## src/rtl/chip8_gpu_pkg.sv

```systemverilog
// Shared opcode constants, issuer state encoding and display-opcode classifier
// for the CHIP-8 GPU command queue.
package chip8_gpu_pkg;

  localparam logic [15:0] OP_CLS     = 16'h00E0;
  localparam logic [3:0]  OP_DRW_NIB = 4'hD;

  typedef enum logic [1:0] {
    StIdle,
    StIssue,
    StAck,
    StBusy
  } issue_state_e;

  function automatic logic is_display_op(input logic [15:0] op);
    return (op == OP_CLS) || (op[15:12] == OP_DRW_NIB);
  endfunction

endpackage

```

## src/rtl/gpu_cmd_fifo.sv

```systemverilog
// Command FIFO with wrap-bit pointers. With GPU_CMD_COALESCE_EN defined it also
// exposes the most recently written (tail) entry.
module gpu_cmd_fifo #(
  parameter int unsigned DEPTH = 4,
  parameter int unsigned CMD_W = 16
) (
  input  logic                       clk,
  input  logic                       rst_n,
  input  logic                       push,
  input  logic [CMD_W-1:0]           wdata,
  input  logic                       pop,
  output logic [CMD_W-1:0]           rdata,
`ifdef GPU_CMD_COALESCE_EN
  output logic [CMD_W-1:0]           tail_data,
`endif
  output logic                       full,
  output logic                       empty,
  output logic [$clog2(DEPTH):0]     level
);

  localparam int unsigned AW = $clog2(DEPTH);

  logic [CMD_W-1:0] mem_q [DEPTH];
  logic [AW:0]      wr_ptr_q, rd_ptr_q;
  logic             do_push, do_pop;

  assign empty   = (wr_ptr_q == rd_ptr_q);
  assign full    = (wr_ptr_q[AW] != rd_ptr_q[AW]) && (wr_ptr_q[AW-1:0] == rd_ptr_q[AW-1:0]);
  assign level   = wr_ptr_q - rd_ptr_q;
  assign rdata   = mem_q[rd_ptr_q[AW-1:0]];
  assign do_push = push && !full;
  assign do_pop  = pop && !empty;

`ifdef GPU_CMD_COALESCE_EN
  logic [AW-1:0] tail_idx;
  assign tail_idx  = wr_ptr_q[AW-1:0] - AW'(1);
  assign tail_data = mem_q[tail_idx];
`endif

  always_ff @(posedge clk) begin
    if (!rst_n) begin
      wr_ptr_q <= '0;
      rd_ptr_q <= '0;
    end else begin
      if (do_push) wr_ptr_q <= wr_ptr_q + (AW+1)'(1);
      if (do_pop)  rd_ptr_q <= rd_ptr_q + (AW+1)'(1);
    end
  end

  // Storage needs no reset; pointers define validity.
  always_ff @(posedge clk) begin
    if (do_push) mem_q[wr_ptr_q[AW-1:0]] <= wdata;
  end

endmodule

```

## src/rtl/gpu_cmd_queue.sv

```systemverilog
// Filters and queues CHIP-8 display opcodes and issues them one at a time to the gpu.
// Optional macro GPU_CMD_COALESCE_EN drops a CLS arriving behind a queued CLS.
module gpu_cmd_queue
  import chip8_gpu_pkg::*;
#(
  parameter int unsigned DEPTH = 4,
  parameter int unsigned CMD_W = 16
) (
  input  logic                   clk,
  input  logic                   rst_n,
  input  logic [CMD_W-1:0]       cmd_in,
  input  logic                   cmd_valid,
  output logic                   cmd_ready,
  output logic [CMD_W-1:0]       gpu_cmd,
  output logic                   gpu_cmd_submitted,
  input  logic                   gpu_ready,
  output logic                   all_done,
  output logic [$clog2(DEPTH):0] level,
  output logic                   err_illegal,
  output logic                   err_overflow
);

  logic             xfer, legal, coalesce, push, pop, full, empty;
  logic [CMD_W-1:0] head;
  issue_state_e     state_q;
  logic             ack_wait_q;

  assign cmd_ready = !full;
  assign xfer      = cmd_valid && cmd_ready;
  assign legal     = is_display_op(cmd_in);

`ifdef GPU_CMD_COALESCE_EN
  logic [CMD_W-1:0] tail;
  assign coalesce = (cmd_in == OP_CLS) && !empty && (tail == OP_CLS);
`else
  assign coalesce = 1'b0;
`endif

  assign push     = xfer && legal && !coalesce;
  assign pop      = (state_q == StIdle) && !empty && gpu_ready;
  assign all_done = empty && (state_q == StIdle) && gpu_ready;

  gpu_cmd_fifo #(
    .DEPTH (DEPTH),
    .CMD_W (CMD_W)
  ) u_fifo (
    .clk       (clk),
    .rst_n     (rst_n),
    .push      (push),
    .wdata     (cmd_in),
    .pop       (pop),
    .rdata     (head),
`ifdef GPU_CMD_COALESCE_EN
    .tail_data (tail),
`endif
    .full      (full),
    .empty     (empty),
    .level     (level)
  );

  always_ff @(posedge clk) begin
    if (!rst_n) begin
      state_q           <= StIdle;
      ack_wait_q        <= 1'b0;
      gpu_cmd           <= '0;
      gpu_cmd_submitted <= 1'b0;
      err_illegal       <= 1'b0;
      err_overflow      <= 1'b0;
    end else begin
      gpu_cmd_submitted <= 1'b0;
      if (xfer && !legal)          err_illegal  <= 1'b1;
      if (cmd_valid && !cmd_ready) err_overflow <= 1'b1;
      unique case (state_q)
        StIdle: begin
          if (pop) begin
            gpu_cmd           <= head;
            gpu_cmd_submitted <= 1'b1;
            state_q           <= StIssue;
          end
        end
        StIssue: begin
          ack_wait_q <= 1'b0;
          state_q    <= StAck;
        end
        StAck: begin
          // A gpu that never drops ready has finished the command already.
          if (!gpu_ready)      state_q    <= StBusy;
          else if (ack_wait_q) state_q    <= StIdle;
          else                 ack_wait_q <= 1'b1;
        end
        StBusy: begin
          if (gpu_ready) state_q <= StIdle;
        end
        default: state_q <= StIdle;
      endcase
    end
  end

endmodule

```

## config.mk

```make
export PLATFORM = sky130hd
export DESIGN_NAME = gpu_cmd_queue
export DESIGN_NICKNAME = d
export VERILOG_FILES = /design/src/rtl/chip8_gpu_pkg.sv /design/src/rtl/gpu_cmd_fifo.sv /design/src/rtl/gpu_cmd_queue.sv
export SDC_FILE = /design/constraint.sdc
export NUM_CORES = 1
export LEC_CHECK = 0
export ABC_AREA = 1
export BUFFER_PORTS_ARGS = -buffer_cell sky130_fd_sc_hd__buf_2
export CAP_MARGIN = 25
export CORE_ASPECT_RATIO = 0.7
export CORE_MARGIN = 4
export CORE_UTILIZATION = 25
export CTS_CLUSTER_SIZE = 8
export DETAILED_ROUTE_END_ITERATION = 10
export PLACE_DENSITY_LB_ADDON = 0.3
export SYNTH_ARGS = -nofsm -noshare
export SYNTH_HDL_FRONTEND = slang
export SYNTH_HIERARCHICAL = 1
export SYNTH_SLANG_ARGS = --single-unit
```

## constraint.sdc

```tcl
create_clock -name clk -period 2.6 [get_ports clk]
set_input_delay 0.52 -clock clk [delete_from_list [all_inputs] [get_ports clk]]
set_output_delay 0.52 -clock clk [all_outputs]
set_load 0.005 [all_outputs]
```

== Yosys cells after proc, flatten, opt, wreduce, memory -nomap -nowiden ==
Memories as Yosys holds them, arrays and structs flattened. A register that Yosys moved wholly into a read port is not among the register bits.
Cells that the tools add are included.
Operators by class
  add/sub/neg operators: 3
  eq/ne operators: 12
  multiplexer cells: 10
  reduce and logical (&&, ||, !) cells: 22
Operator list (count)
  $eq A16 B8 Y1 const B: 1
  $logic_and A1 B1 Y1: 11
  $mux W2: 4
  $pmux W2 S4: 1
  $add A3 B1 Y3 const B: 2
  $reduce_and A2 Y1: 3
  $eq A2 B2 Y1 const B: 2
  $eq A4 B4 Y1 const B: 1
  $logic_not A1 Y1: 4
  $mux W1: 4
  $ne A2 B2 Y1 const B: 2
  $eq A3 B3 Y1: 1
  $ne A3 B3 Y1 const B: 1
  $reduce_and A3 Y1: 1
  $sub A3 B3 Y3: 1
  $eq A2 B1 Y1 const B: 1
  $eq A2 B2 Y1: 1
  $logic_not A2 Y1: 1
  $ne A2 B1 Y1 const B: 1
  $pmux W1 S2: 1
  $reduce_bool A2 Y1: 1
  $logic_or A1 B1 Y1: 1
  $ne A1 B1 Y1: 1
Word-level totals
  register bits: 12
  RAM bits: 64
  bits of input ports: 20
  output and inout bits: 24
  logic and storage cells: 55
  memories: 1
Memories
  u_fifo.mem_q: words 4, width 16, rd ports 1, clocked after Yosys merged registers in 1, write ports 1, line gpu_cmd_fifo.sv:23  | logic [CMD_W-1:0] mem_q [DEPTH];

== Longest topological paths before layout ==
  depth in word-level cells: 8
  gate-level depth with buffers: 15
  depth with buffers taken out: 14

== Cells and area by module ==
The synthesis kept the hierarchy.
By module, submodules not included
  gpu_cmd_fifo: times used 1, cells an instance 228, area each 2881.5 um^2, seq. area each 2082.0 um^2
  gpu_cmd_queue: times used 1, cells an instance 124, area each 973.4 um^2, seq. area each 440.4 um^2

== Least setup slack after synthesis ==
Ideal clock, no wire load.
  path type: register -> register
  from: register u_fifo.wr_ptr_q[0]
  to: memory u_fifo.mem_q[0][0] (enable)
  library setup time: 0.389 ns
  arrival: 2.411 ns
  required time: 2.211 ns
  slack: -0.200 ns
  cell stages (with the launch flop): 12
  buffers on the path: 0
  period minus slack after synthesis: 2.800 ns
  cells stage by stage: dfxtp_1 -> inv_1 -> ha_1 -> nand2_1 -> inv_1 -> nand3_2 -> inv_1 -> inv_1 -> nand2_1 -> a21oi_1 -> nand2_1 -> nor2_1
On the way
  cells in the longest elaborated chain, start to end: 8
RTL lines
  start: declaration: line gpu_cmd_fifo.sv:24  | logic [AW:0] wr_ptr_q, rd_ptr_q;
  start signal: assignment: line gpu_cmd_fifo.sv:45  | if (do_push) wr_ptr_q <= wr_ptr_q + (AW+1)'(1);
  $eq A2 B2 Y1: line gpu_cmd_fifo.sv:28  | assign full = (wr_ptr_q[AW] != rd_ptr_q[AW]) && (wr_ptr_q[AW-1:0] == rd_ptr_q[AW-1:0]);
  $logic_and A1 B1 Y1: line gpu_cmd_fifo.sv:28
  net full: line gpu_cmd_queue.sv:23  | logic xfer, legal, coalesce, push, pop, full, empty;
  $logic_not A1 Y1: line gpu_cmd_queue.sv:28  | assign cmd_ready = !full;
  net cmd_ready: line gpu_cmd_queue.sv:13  | output logic cmd_ready,
  $logic_and A1 B1 Y1: line gpu_cmd_queue.sv:29  | assign xfer = cmd_valid && cmd_ready;
  $logic_and A1 B1 Y1: line gpu_cmd_queue.sv:39  | assign push = xfer && legal && !coalesce;
  net push: line gpu_cmd_queue.sv:23
  $logic_and A1 B1 Y1: line gpu_cmd_fifo.sv:31  | assign do_push = push && !full;
  $mux W1: line gpu_cmd_fifo.sv:52  | if (do_push) mem_q[wr_ptr_q[AW-1:0]] <= wdata;
  $mux W1 (not written as such): line gpu_cmd_fifo.sv:52
  end: declaration: line gpu_cmd_fifo.sv:23
The timed path passes the listed nets, and every way through them passes these cells.

== Final worst setup path ==
  from: register u_fifo.wr_ptr_q[0]
  to: output all_done
On the way
  cells in the longest elaborated chain, start to end: 3
RTL lines
  $eq A3 B3 Y1: line gpu_cmd_fifo.sv:27  | assign empty = (wr_ptr_q == rd_ptr_q);
  net empty: line gpu_cmd_queue.sv:23
  $logic_and A1 B1 Y1 (2 in series): line gpu_cmd_queue.sv:41  | assign all_done = empty && (state_q == StIdle) && gpu_ready;
  end: declaration: line gpu_cmd_queue.sv:17  | output logic all_done,
The timed path passes the listed nets, and every way through them passes these cells.

==> metrics.txt <==
Clock Latency Late Sink 340 ps; post-synthesis instance area 3850 sq um; register area 2520 sq um; Setup crit start u_fifo/wr_ptr_q[0]; Synth area leaders edfxtp_1 (50%), dfxtp_1 (16%), nor2_1 (5.4%); Seq/Total Area, Yosys 65.4%; Post-DRT Antenna Nets 0; CP Capture Type output pin; number of global-route vias before repair 2510; die width 156 microns; Multi-input gate area 1130 sq um; Fmax 410 MHz; Final setup viols 0; post-synth cell types 32; worst vdd ir 0.286 mV; grt ovf 0; Net Switching 674 uW; syn_area_per_cell 11.0 sq um; area grow syn2layout 21.0%; routed wire length 8.89 mm; CTS sink cnt 94; Pleak 0.00174 uW; Slew Limit Fails 0; crit share post-route 93.8%; Clock Pin Slew Worst Setup and Hold Paths 60 ps; Clk Tree Root Cell clkbuf_16; Synth area leader edfxtp_1; Critical Path AT 1920 ps; switching portion of total power 20.4%; critical path start-end classification reg2out; final hold viol count 0; CP startpoint kind flop; CTS tree yes; slew margin rel. 45.6%; Ys Warns 6; die height 112 microns; Inserted Diodes 0; total I/O pin count 44; initial antenna violation count 0; Worst Hold Launch cmd_in[0]; clock power share 44.6%; DR pass1 iterations 6; largest net degree at the start of global routing 33; placed cells 586; Post-DP HPWL 6.20 mm; Post-Synthesis Cells 352; Final Critical Period 2440 ps; Layout Cells excl Fill 602; Worst-Margin Slew 816 ps; status finished, final reports clean; Fill cells 1524; RSZ-0062 raised after global routing false; DRC 0; Port Buffers 43; per-cell routed wire length 14.8 microns; type of the most critical hold path in2reg; RR Startpoint u_fifo/wr_ptr_q[0]; Synth top area share 49.9%; layout cells sized above 1 22.6%; Yosys reg bits 94; die area 17500 sq um; Net count, final 430; vias after detailed routing 2635; GRT Util Overall 10.4%; CTS HTree Levels 3; GPL Wtd Cong 0.782; cts bufs inserted 9; global-route wire length before repair 14.1 mm; sequential power share 49.9%; Vias/cell 4.38; clock skew 6.56 ps; CP max FO 6; DRT iter0 DRCs 229; Logic pwr share 5.5%; Pint 2630 uW; Syn Nets 380; number of buffers on the longest clock path 2; P per Cell Area 707 nW/um^2; CP Data Required Time 2080 ps; Row Count 37; tightest hold margin 416 ps; max cap viols 0; Core ar. 14900 sq um; Starting Density 25.9%
[registers in the layout (all words and copies together), names as in the netlist, named ones only]
name,count
ack_wait_q,1
err_illegal,1
err_overflow,1
gpu_cmd,16
gpu_cmd_submitted,1
state_q,2
u_fifo/mem_q,64
u_fifo/rd_ptr_q,3
u_fifo/wr_ptr_q,3
[metal layers]
layer | share of wire (%) | GRT usage, % | vias to the layer above
met4 | 1.0 | 2.60 | 0
met2 | 39 | 13.9 | 53
met3 | 6.2 | 2.60 | 7
met5 | 0 | 0 | -
met1 | 54 | 16.5 | 1261
li1 | - | - | 1314
[path summary, 6_finish.rpt]
path | end | slack, ps | cells after the start
worst max register to register | u_fifo/mem_q[2][7] | 270 | 12
worst min register to register | gpu_cmd[1] | 470 | 2
worst max-delay path | all_done | 160 | 9
worst min-delay path | u_fifo/mem_q[1][0] | 420 | 1
[kinds of logic (layout without fill, tap and decap cells)]
logic type      count (synthesis)  in the layout  share of synthesized area, %
fa+ha+maj                       8              8                          2.79
buf+inv                        44             99                          5.19
flops                          94             94                          65.4
xor+xnor                        2              2                         0.454
simple gates                  126            126                          14.4
compound gates                 78             78                          11.7
[cell type report]
class | instances | share of cell area (%)
multi-input combinational | 214 | 24.3
timing repair buffer | 51 | 6.44
clock inverter | 6 | 2.36
tap | 195 | 5.23
sequential | 94 | 54.1
inverter | 32 | 2.71
clock buffer | 10 | 4.91
[stage by stage]
step	setup WS, ps	area, sq um	utilization [%]	total power [uW]	setup TNS (ps)
finish	161	4670	31.3	3300	0
global route	16.4	4670	31.3	3430	0
CTS	113	4660	31.3	3330	0
detailed placement	232	4330	29.0	1860	0
global placement	350	4330	29.0	1860	0
floorplan	-200	3850	-	1790	-12770
[layout by cell type (no fill, tap or decap), types with 3 or more instances in the layout]
cell type | netlist | layout
edfxtp_1 | 64 | 64
inv_1 | 28 | 28
nor2_1 | 55 | 55
dfxtp_1 | 30 | 29
a21oi_2 | 9 | 9
buf_4 | 1 | 6
nand3_1 | 10 | 10
o22ai_1 | 16 | 16
a21oi_1 | 17 | 17
ha_1 | 7 | 7
bufinv_16 | 0 | 3
clkbuf_16 | 0 | 9
buf_2 | 6 | 43
nand2_2 | 9 | 9
o21ai_1 | 3 | 3
o21ai_0 | 30 | 30
nand2_1 | 46 | 46
[repair_timing]
item,4_1_cts,5_1_grt
setup buffers,0,0
endpoints found under the hold margin,0,0
endpoints found under the setup margin,0,17
gates resized for setup,0,1
hold buffers,0,0
[critical path, stage by stage, from the launching register on]
cell,delay [ps]
dfxtp_2,360
inv_1,90
ha_1,310
nand2_1,70
inv_1,120
nand3_4,110
inv_1,70
inv_1,70
nor4_1,230
buf_2,160
[power by group through the flow]
stage                     combinational [uW]  sequential, uW  clock, uW
final                                    182            1650       1470
after global routing                     207            1650       1570
after CTS                                185            1650       1500
after detailed placement                 185            1680          0
after global placement                   181            1680          0
after floorplan                          111            1680          0
[synthesized netlist by cell type, drive strengths merged]
cell type / count
a211oi: 1
a21oi: 26
a41oi: 1
buf: 8
clkbuf: 4
clkinv: 1
dfxtp: 30
edfxtp: 64
fa: 1
ha: 7
inv: 31
nand2: 55
nand3: 13
nand4: 1
nor2: 56
nor4: 1
o211ai: 1
o21ai: 33
o22ai: 16
xnor2: 1
xor2: 1
Power figures use the tool's default switching activity.
